File: config.mk
export PLATFORM = sky130hd
export DESIGN_NAME = mem_arbiter_flat
export DESIGN_NICKNAME = d
export VERILOG_FILES = /design/src/rtl/mem_arbiter_if.sv /design/src/rtl/mem_arbiter.sv /design/src/flat_wrapper.sv
export SDC_FILE = /design/constraint.sdc
export NUM_CORES = 1
export LEC_CHECK = 0
export CAP_MARGIN = 20
export CORE_MARGIN = 1
export CORE_UTILIZATION = 51
export DETAILED_ROUTE_END_ITERATION = 8
export DONT_BUFFER_PORTS = 1
export MAX_ROUTING_LAYER = met4
export PLACE_DENSITY = 0.71
export SLEW_MARGIN = 25
export SYNTH_ARGS = -nofsm -noshare
export SYNTH_HDL_FRONTEND = slang
export SYNTH_SLANG_ARGS = --single-unit
File: constraint.sdc
create_clock -name clk -period 2.3 [get_ports clk]
set_input_delay 0.115 -clock clk [delete_from_list [all_inputs] [get_ports clk]]
set_output_delay 0.115 -clock clk [all_outputs]
set_load 0.02 [all_outputs]
File: src/rtl/mem_arbiter_if.sv
`default_nettype none
// ============================================================================
// Module      : mem_arbiter_if
// Description : Bundle of the requester handshake and the shared 32x8
//               synchronous memory port seen by mem_arbiter.
//               'slave' is the arbiter's view; 'master' is the environment
//               view (requesters plus the memory that returns read data).
// Revision    : 1.0 - initial release
// ============================================================================
interface mem_arbiter_if #(
  parameter int NUM_REQ = 4,
  parameter int AW      = 5,
  parameter int DW      = 8
);

  // Requester side
  logic [NUM_REQ-1:0]    req;
  logic [NUM_REQ-1:0]    req_we;
  logic [NUM_REQ*AW-1:0] req_addr;
  logic [NUM_REQ*DW-1:0] req_wdata;
  logic [NUM_REQ-1:0]    gnt;
  logic [NUM_REQ-1:0]    rsp_valid;
  logic [DW-1:0]         rsp_rdata;
  logic                  busy;

  // Memory side
  logic                  mem_read;
  logic                  mem_write;
  logic [AW-1:0]         mem_addr;
  logic [DW-1:0]         mem_data_in;
  logic [DW-1:0]         mem_data_out;

  // Arbiter view
  modport slave (
    input  req, req_we, req_addr, req_wdata, mem_data_out,
    output gnt, rsp_valid, rsp_rdata, busy,
    output mem_read, mem_write, mem_addr, mem_data_in
  );

  // Environment view: requesters and the memory model
  modport master (
    output req, req_we, req_addr, req_wdata, mem_data_out,
    input  gnt, rsp_valid, rsp_rdata, busy,
    input  mem_read, mem_write, mem_addr, mem_data_in
  );

endinterface
`default_nettype wire

File: src/rtl/mem_arbiter.sv
`default_nettype none
// ============================================================================
// Module      : mem_arbiter
// Description : Shares one synchronous memory port among NUM_REQ requesters.
//               One access per grant, fixed strobe sequence:
//                 write : IDLE -> ACCESS -> DONE             (3 cycles)
//                 read  : IDLE -> ACCESS -> CAPTURE -> DONE  (4 cycles)
//               Build option: define MEM_ARB_RR_EN for round-robin
//               arbitration; otherwise fixed priority (lowest index wins).
// Revision    : 1.0 - initial release
// ============================================================================
module mem_arbiter #(
  parameter int NUM_REQ = 4,
  parameter int AW      = 5,
  parameter int DW      = 8
) (
  input  logic         clk,
  input  logic         reset,
  mem_arbiter_if.slave bus_if
);

  localparam int                 C_IW  = (NUM_REQ > 1) ? $clog2(NUM_REQ) : 1;
  localparam logic [NUM_REQ-1:0] C_ONE = {{(NUM_REQ-1){1'b0}}, 1'b1};

  typedef enum logic [1:0] {
    ST_IDLE    = 2'd0,
    ST_ACCESS  = 2'd1,
    ST_CAPTURE = 2'd2,
    ST_DONE    = 2'd3
  } state_e;

  state_e             state_q, state_d;
  logic [NUM_REQ-1:0] gnt_q, gnt_d;
  logic [NUM_REQ-1:0] rsp_valid_q, rsp_valid_d;
  logic [DW-1:0]      rsp_rdata_q, rsp_rdata_d;
  logic               mem_read_q, mem_read_d;
  logic               mem_write_q, mem_write_d;
  logic [AW-1:0]      mem_addr_q, mem_addr_d;
  logic [DW-1:0]      mem_wdata_q, mem_wdata_d;
  logic [C_IW-1:0]    sel_q, sel_d;      // requester owning the current access
  logic               we_q, we_d;        // current access is a write

`ifdef MEM_ARB_RR_EN
  localparam logic [C_IW-1:0] C_LAST_RST = C_IW'(NUM_REQ - 1);
  logic [C_IW-1:0]    last_q, last_d;    // index of the most recent grant
`endif

  logic               w_any_req;
  logic [C_IW-1:0]    w_win;
  logic               w_win_we;
  logic [AW-1:0]      w_win_addr;
  logic [DW-1:0]      w_win_wdata;

`ifdef MEM_ARB_RR_EN
  // Round-robin winner: first requester at or after last+1, wrapping
  always_comb begin
    w_win     = '0;
    w_any_req = 1'b0;
    for (int k = 1; k <= NUM_REQ; k++) begin
      for (int j = 0; j < NUM_REQ; j++) begin
        if (!w_any_req && bus_if.req[j] &&
            (((int'(last_q) + k) % NUM_REQ) == j)) begin
          w_any_req = 1'b1;
          w_win     = C_IW'(j);
        end
      end
    end
  end
`else
  // Fixed-priority winner: lowest asserted index
  always_comb begin
    w_win     = '0;
    w_any_req = |bus_if.req;
    for (int j = NUM_REQ - 1; j >= 0; j--) begin
      if (bus_if.req[j]) begin
        w_win = C_IW'(j);
      end
    end
  end
`endif

  // Route the winner's command fields to the capture registers
  always_comb begin
    w_win_we    = 1'b0;
    w_win_addr  = '0;
    w_win_wdata = '0;
    for (int j = 0; j < NUM_REQ; j++) begin
      if (w_win == C_IW'(j)) begin
        w_win_we    = bus_if.req_we[j];
        w_win_addr  = bus_if.req_addr[j*AW +: AW];
        w_win_wdata = bus_if.req_wdata[j*DW +: DW];
      end
    end
  end

  // Sequencer next state; strobes and pulses default low, data holds
  always_comb begin
    state_d     = state_q;
    gnt_d       = '0;
    rsp_valid_d = '0;
    rsp_rdata_d = rsp_rdata_q;
    mem_read_d  = 1'b0;
    mem_write_d = 1'b0;
    mem_addr_d  = mem_addr_q;
    mem_wdata_d = mem_wdata_q;
    sel_d       = sel_q;
    we_d        = we_q;
`ifdef MEM_ARB_RR_EN
    last_d      = last_q;
`endif

    case (state_q)
      ST_IDLE: begin
        // The command is captured here; later changes on the requester
        // bus cannot affect the access in flight.
        if (w_any_req) begin
          gnt_d       = C_ONE << w_win;
          sel_d       = w_win;
          we_d        = w_win_we;
          mem_addr_d  = w_win_addr;
          mem_wdata_d = w_win_wdata;
          mem_write_d = w_win_we;
          mem_read_d  = ~w_win_we;
`ifdef MEM_ARB_RR_EN
          last_d      = w_win;
`endif
          state_d     = ST_ACCESS;
        end
      end

      ST_ACCESS: begin
        // Memory samples the strobe at the end of this cycle
        if (we_q) begin
          rsp_valid_d = C_ONE << sel_q;
          state_d     = ST_DONE;
        end else begin
          state_d     = ST_CAPTURE;
        end
      end

      ST_CAPTURE: begin
        // Read data from the memory is valid in this cycle
        rsp_rdata_d = bus_if.mem_data_out;
        rsp_valid_d = C_ONE << sel_q;
        state_d     = ST_DONE;
      end

      ST_DONE: begin
        state_d = ST_IDLE;
      end

      default: begin
        state_d = ST_IDLE;
      end
    endcase
  end

  // State and output registers; reset aborts any access in flight
  always_ff @(posedge clk) begin
    if (reset) begin
      state_q     <= ST_IDLE;
      gnt_q       <= '0;
      rsp_valid_q <= '0;
      rsp_rdata_q <= '0;
      mem_read_q  <= 1'b0;
      mem_write_q <= 1'b0;
      mem_addr_q  <= '0;
      mem_wdata_q <= '0;
      sel_q       <= '0;
      we_q        <= 1'b0;
`ifdef MEM_ARB_RR_EN
      last_q      <= C_LAST_RST;
`endif
    end else begin
      state_q     <= state_d;
      gnt_q       <= gnt_d;
      rsp_valid_q <= rsp_valid_d;
      rsp_rdata_q <= rsp_rdata_d;
      mem_read_q  <= mem_read_d;
      mem_write_q <= mem_write_d;
      mem_addr_q  <= mem_addr_d;
      mem_wdata_q <= mem_wdata_d;
      sel_q       <= sel_d;
      we_q        <= we_d;
`ifdef MEM_ARB_RR_EN
      last_q      <= last_d;
`endif
    end
  end

  assign bus_if.gnt         = gnt_q;
  assign bus_if.rsp_valid   = rsp_valid_q;
  assign bus_if.rsp_rdata   = rsp_rdata_q;
  assign bus_if.busy        = (state_q != ST_IDLE);
  assign bus_if.mem_read    = mem_read_q;
  assign bus_if.mem_write   = mem_write_q;
  assign bus_if.mem_addr    = mem_addr_q;
  assign bus_if.mem_data_in = mem_wdata_q;

`ifndef SYNTHESIS
  a_strobe_excl: assert property (@(posedge clk) disable iff (reset)
    !(mem_read_q && mem_write_q));
  a_gnt_onehot: assert property (@(posedge clk) disable iff (reset)
    $onehot0(gnt_q));
  a_rsp_onehot: assert property (@(posedge clk) disable iff (reset)
    $onehot0(rsp_valid_q));
`endif

endmodule
`default_nettype wire

File: src/flat_wrapper.sv
// flat-port wrapper written by rule: the top's interface ports become plain ports
module mem_arbiter_flat 
#(
  parameter int NUM_REQ = 4,
  parameter int AW      = 5,
  parameter int DW      = 8
)
  (clk, reset, bus_if_req, bus_if_req_we, bus_if_req_addr, bus_if_req_wdata, bus_if_mem_data_out, bus_if_gnt, bus_if_rsp_valid, bus_if_rsp_rdata, bus_if_busy, bus_if_mem_read, bus_if_mem_write, bus_if_mem_addr, bus_if_mem_data_in);
  mem_arbiter_if #(.NUM_REQ(NUM_REQ), .AW(AW), .DW(DW)) bus_if_i ();
  input  logic clk;
  input  logic reset;
  input wire logic [$bits(bus_if_i.req)-1:0] bus_if_req;
  input wire logic [$bits(bus_if_i.req_we)-1:0] bus_if_req_we;
  input wire logic [$bits(bus_if_i.req_addr)-1:0] bus_if_req_addr;
  input wire logic [$bits(bus_if_i.req_wdata)-1:0] bus_if_req_wdata;
  input wire logic [$bits(bus_if_i.mem_data_out)-1:0] bus_if_mem_data_out;
  output wire logic [$bits(bus_if_i.gnt)-1:0] bus_if_gnt;
  output wire logic [$bits(bus_if_i.rsp_valid)-1:0] bus_if_rsp_valid;
  output wire logic [$bits(bus_if_i.rsp_rdata)-1:0] bus_if_rsp_rdata;
  output wire logic [$bits(bus_if_i.busy)-1:0] bus_if_busy;
  output wire logic [$bits(bus_if_i.mem_read)-1:0] bus_if_mem_read;
  output wire logic [$bits(bus_if_i.mem_write)-1:0] bus_if_mem_write;
  output wire logic [$bits(bus_if_i.mem_addr)-1:0] bus_if_mem_addr;
  output wire logic [$bits(bus_if_i.mem_data_in)-1:0] bus_if_mem_data_in;
  assign bus_if_i.req = bus_if_req;
  assign bus_if_i.req_we = bus_if_req_we;
  assign bus_if_i.req_addr = bus_if_req_addr;
  assign bus_if_i.req_wdata = bus_if_req_wdata;
  assign bus_if_i.mem_data_out = bus_if_mem_data_out;
  assign bus_if_gnt = bus_if_i.gnt;
  assign bus_if_rsp_valid = bus_if_i.rsp_valid;
  assign bus_if_rsp_rdata = bus_if_i.rsp_rdata;
  assign bus_if_busy = bus_if_i.busy;
  assign bus_if_mem_read = bus_if_i.mem_read;
  assign bus_if_mem_write = bus_if_i.mem_write;
  assign bus_if_mem_addr = bus_if_i.mem_addr;
  assign bus_if_mem_data_in = bus_if_i.mem_data_in;
  mem_arbiter #(.NUM_REQ(NUM_REQ), .AW(AW), .DW(DW)) u_core (.clk(clk), .reset(reset), .bus_if(bus_if_i));
endmodule
==> results by group <==
Outcome
  – Status: finished, final reports clean

STA
  – Clock Skew: around 0.014 ns
  – Final worst-path cycle share: 79.3%
  – Worst rel slew slack: roughly three fifths
  – Final setup fails: 0
  – WHS: between 0.02 and 0.025 ns
  – RSZ-0062 raised after global routing: no
  – Final Hold Fails: 0
  – Pins Over Slew Limit: 0
  – Fin crit period: between 1.5 and 2 ns
  – Post-route setup TNS: 0 ns
  – Max Freq: between 500 and 600 MHz
  – Worst-Margin Slew: about 0.59 ns

Final layout
  – Synthesis-to-finish area growth: 16.5%
  – Filler cell count: roughly 310
  – Final #Nets: between 300 and 400
  – Share of layout cells above drive strength 1: about 7.5%
  – Multi-input logic area: 986 um^2
  – Area occupied by registers: around 720 um^2
  – Antenna Cells: 0

Critical path
  – CP required: about 2.5 ns
  – Critical Path AT: 2.05 ns
  – Startpoint type of the worst setup path: register
  – CP endpoint kind: register
  – Worst-path maximum fanout: 13
  – CP Class: reg2reg

Logic synthesis
  – Synth Area per Inst: around 8.2 um^2
  – Main synth FF type: dfxtp_1
  – Post-synthesis mux area share: 4.44%
  – Largest family of logic cells by synthesized area: compound AO/OA/AOI/OAI gates
  – Xor and xnor area share after synthesis: 0%
  – Synth Cell Area: around 1800 um^2
  – Sequential area share after synthesis: between 30% and 40%
  – Post-Syn Instances: 219
  – Synth unique cells: 36
  – Number of synthesized flops with an enable pin: 0
  – Post-Syn Nets: just under 300
  – Synth warn: 0
  – #FFs+latches synth: 36
  – Synth Area in Compound Gates: around a quarter
  – Synth Area in Adders: approximately 2.8%
  – Post-synth ARST share: 0%
  – Post-Synth Simple-Gate Area: a little over a fifth

Route
  – DRT Pass-1 Iters: 4
  – Met3 routed WL: between 300 and 400 um
  – Met1 wire length: around 1.9 mm
  – Final antenna-violating net count: 0
  – Via density: between 5 and 6
  – DRT iter0 DRCs: 56
  – DR top layer: met4
  – Residual DRC: 0
  – Metal2 WL: approximately 2.2 mm
  – Via count: between 1500 and 2000
  – Post-DR wirelength/cell: around 16 um
  – WL final: between 4 and 5 mm

Clocking
  – Clock Tree Root: clkbuf_4
  – H-Tree Depth: 2
  – CTS sink count: 36
  – Clk slew on worst S/H paths: roughly 0.11 ns
  – CTS Buf Count: 5
  – TritonCTS clock tree: yes
  – Post-CTS Hold Fix Bufs: 23
  – CTS resizes: 0
  – Clk_lat worst skew: approximately 0.33 ns
  – Post-CTS Setup Inserts: 0
  – CTS Buffer Depth: 2

Placement
  – Dpl hpwl: between 3 and 4 mm
  – Routability Congestion: 0.768
  – IO Port Bufs: 0

Floorplanning
  – Core Area: around 3400 um^2
  – Rows: 21
  – Initial core utilization: a little over half
  – Die H: a little over 60 um
  – Die area: approximately 3800 um^2
  – Die width: between 60 and 70 um
  – IO Pins: approximately 100

Pwr
  – Reg power frac: between 50 and 60%
  – Sw Pwr: between 0.8 and 0.9 mW
  – Worst VDD drop: 0.000291 V
  – Int Power: ~1.2 mW
  – Comb pwr share: 32.6%
  – Leakage: roughly 0.83 nW
  – Sw Share: about 40%
  – Pwr/cell area: approximately 970 nW/um^2
  – Total Power: just over 2 mW
  – Clock share of power: between 10% and 20%

Global route
  – First-pass GRT wire length: slightly below 7 mm
  – Pin count of the biggest net entering global routing: 22
  – Initial antenna violation count: 0
  – Grt ovf: 0
  – Number of global-route vias before repair: about 1500
  – Gr usage total: ~26%

Job
  – Max cap viols: 0

Worst hold path
  – Hold crit path type: in2reg
metrics by stage:
stage / instance area [um^2] / instances / util (%) / setup WS (ns)
2_1_floorplan: 1800 / 219 / - / 0.796
3_3_place_gp: 1810 / 254 / 53.8 / 0.717
3_5_place_dp: 1810 / 254 / 53.8 / 0.672
4_1_cts: 2100 / 285 / 62.5 / 0.499
5_1_grt: 2100 / 285 / 62.5 / 0.383
6_report: 2100 / 285 / 62.5 / 0.476
flip-flops by register name, summed over array words and instances, names as in the netlist:
signal,cells
u_core.bus_if.mem_data_in,8
u_core.bus_if.rsp_rdata,8
u_core.bus_if.mem_addr,5
u_core.bus_if.gnt,4
u_core.bus_if.rsp_valid,4
u_core.sel_q,2
u_core.state_q,2
u_core.bus_if.mem_read,1
u_core.bus_if.mem_write,1
u_core.we_q,1
worst max-delay path, stage by stage (launching register included):
cell and delay (ns):
dfxtp_1 0.33, inv_1 0.14, ha_1 0.20, buf_4 0.18
nand2_1 0.11, nand2_1 0.11, a21oi_1 0.06, dlygate4sd3_1 0.59
power by group through the flow:
stage / clock network [mW] / logic, mW / registers (mW)
global route: 0.391 / 0.743 / 1.05
CTS: 0.361 / 0.661 / 1.03
detailed placement: 0 / 0.609 / 1.05
floorplan: 0 / 0.514 / 1.01
finish: 0.348 / 0.667 / 1.03
global placement: 0 / 0.566 / 1.04
layout make-up:
class,count,share of cell area [%]
tap,46,2.74
clock inverter,1,0.357
clock buffer,7,2.62
inverter,8,1.43
sequential,36,34.3
timing repair buffer,25,11.7
multi-input combinational,162,46.9
layer usage:
| layer | up-vias | track usage, % |
|---|---|---|
| li1 | 805 | - |
| met1 | 739 | 31.4 |
| met2 | 74 | 42.1 |
| met3 | 7 | 6.30 |
| met4 | 0 | 8.25 |
| met5 | - | - |
cell usage in the layout (no fill, tap or decap), types with 3 or more instances in the layout:
cell type,instances
dfxtp_1,36
nand2_1,30
a21oi_1,28
dlygate4sd3_1,23
nor2_1,20
a22o_1,14
nand2b_1,9
mux2i_1,8
inv_1,7
o21ai_1,7
o21bai_1,6
a31oi_1,6
nor3_1,5
clkbuf_4,5
ha_1,4
o21ai_0,3
a221oi_1,3
synthesized netlist by cell type, types with 4 or more instances:
| cell type | n | area [um^2] |
|---|---|---|
| nor3_1 | 5 | 25.0 |
| mux2i_1 | 8 | 80.1 |
| inv_1 | 7 | 26.3 |
| o21bai_1 | 6 | 45.0 |
| o21ai_1 | 7 | 35.0 |
| dfxtp_1 | 36 | 721 |
| nand2b_1 | 9 | 56.3 |
| nor2_1 | 20 | 75.1 |
| clkbuf_1 | 8 | 30.0 |
| nand2_1 | 30 | 113 |
| a21oi_1 | 28 | 140 |
| a22o_1 | 14 | 123 |
| a31oi_1 | 6 | 37.5 |
| ha_1 | 4 | 50.1 |
worst paths after layout:
kind | from | to | slack (ns) | cells past startpoint
setup / recovery | u_core.state_q[0]$_SDFFE_PP0P_ | u_core.state_q[1]$_SDFFE_PP0P_ | 0.48 | 7
hold reg to reg | u_core.sel_q[0]$_SDFFE_PP0N_ | u_core.bus_if.rsp_valid[2]$_SDFF_PP0_ | 0.47 | 1
setup reg to reg | u_core.state_q[0]$_SDFFE_PP0P_ | u_core.state_q[1]$_SDFFE_PP0P_ | 0.48 | 7
hold / removal | bus_if_req_we[3] | u_core.bus_if.mem_read$_SDFF_PP0_ | 0.02 | 2
kinds of logic (layout without fill, tap and decap cells):
kind of cell | count (synthesis) | in the layout
DFF | 36 | 36
adders and majority gates | 4 | 4
and+or+nand+nor | 77 | 77
muxes | 8 | 8
buffers and inverters | 21 | 41
AOI/OAI and AO/OA | 73 | 73
No activity file was read; power rests on OpenSTA's default activity.
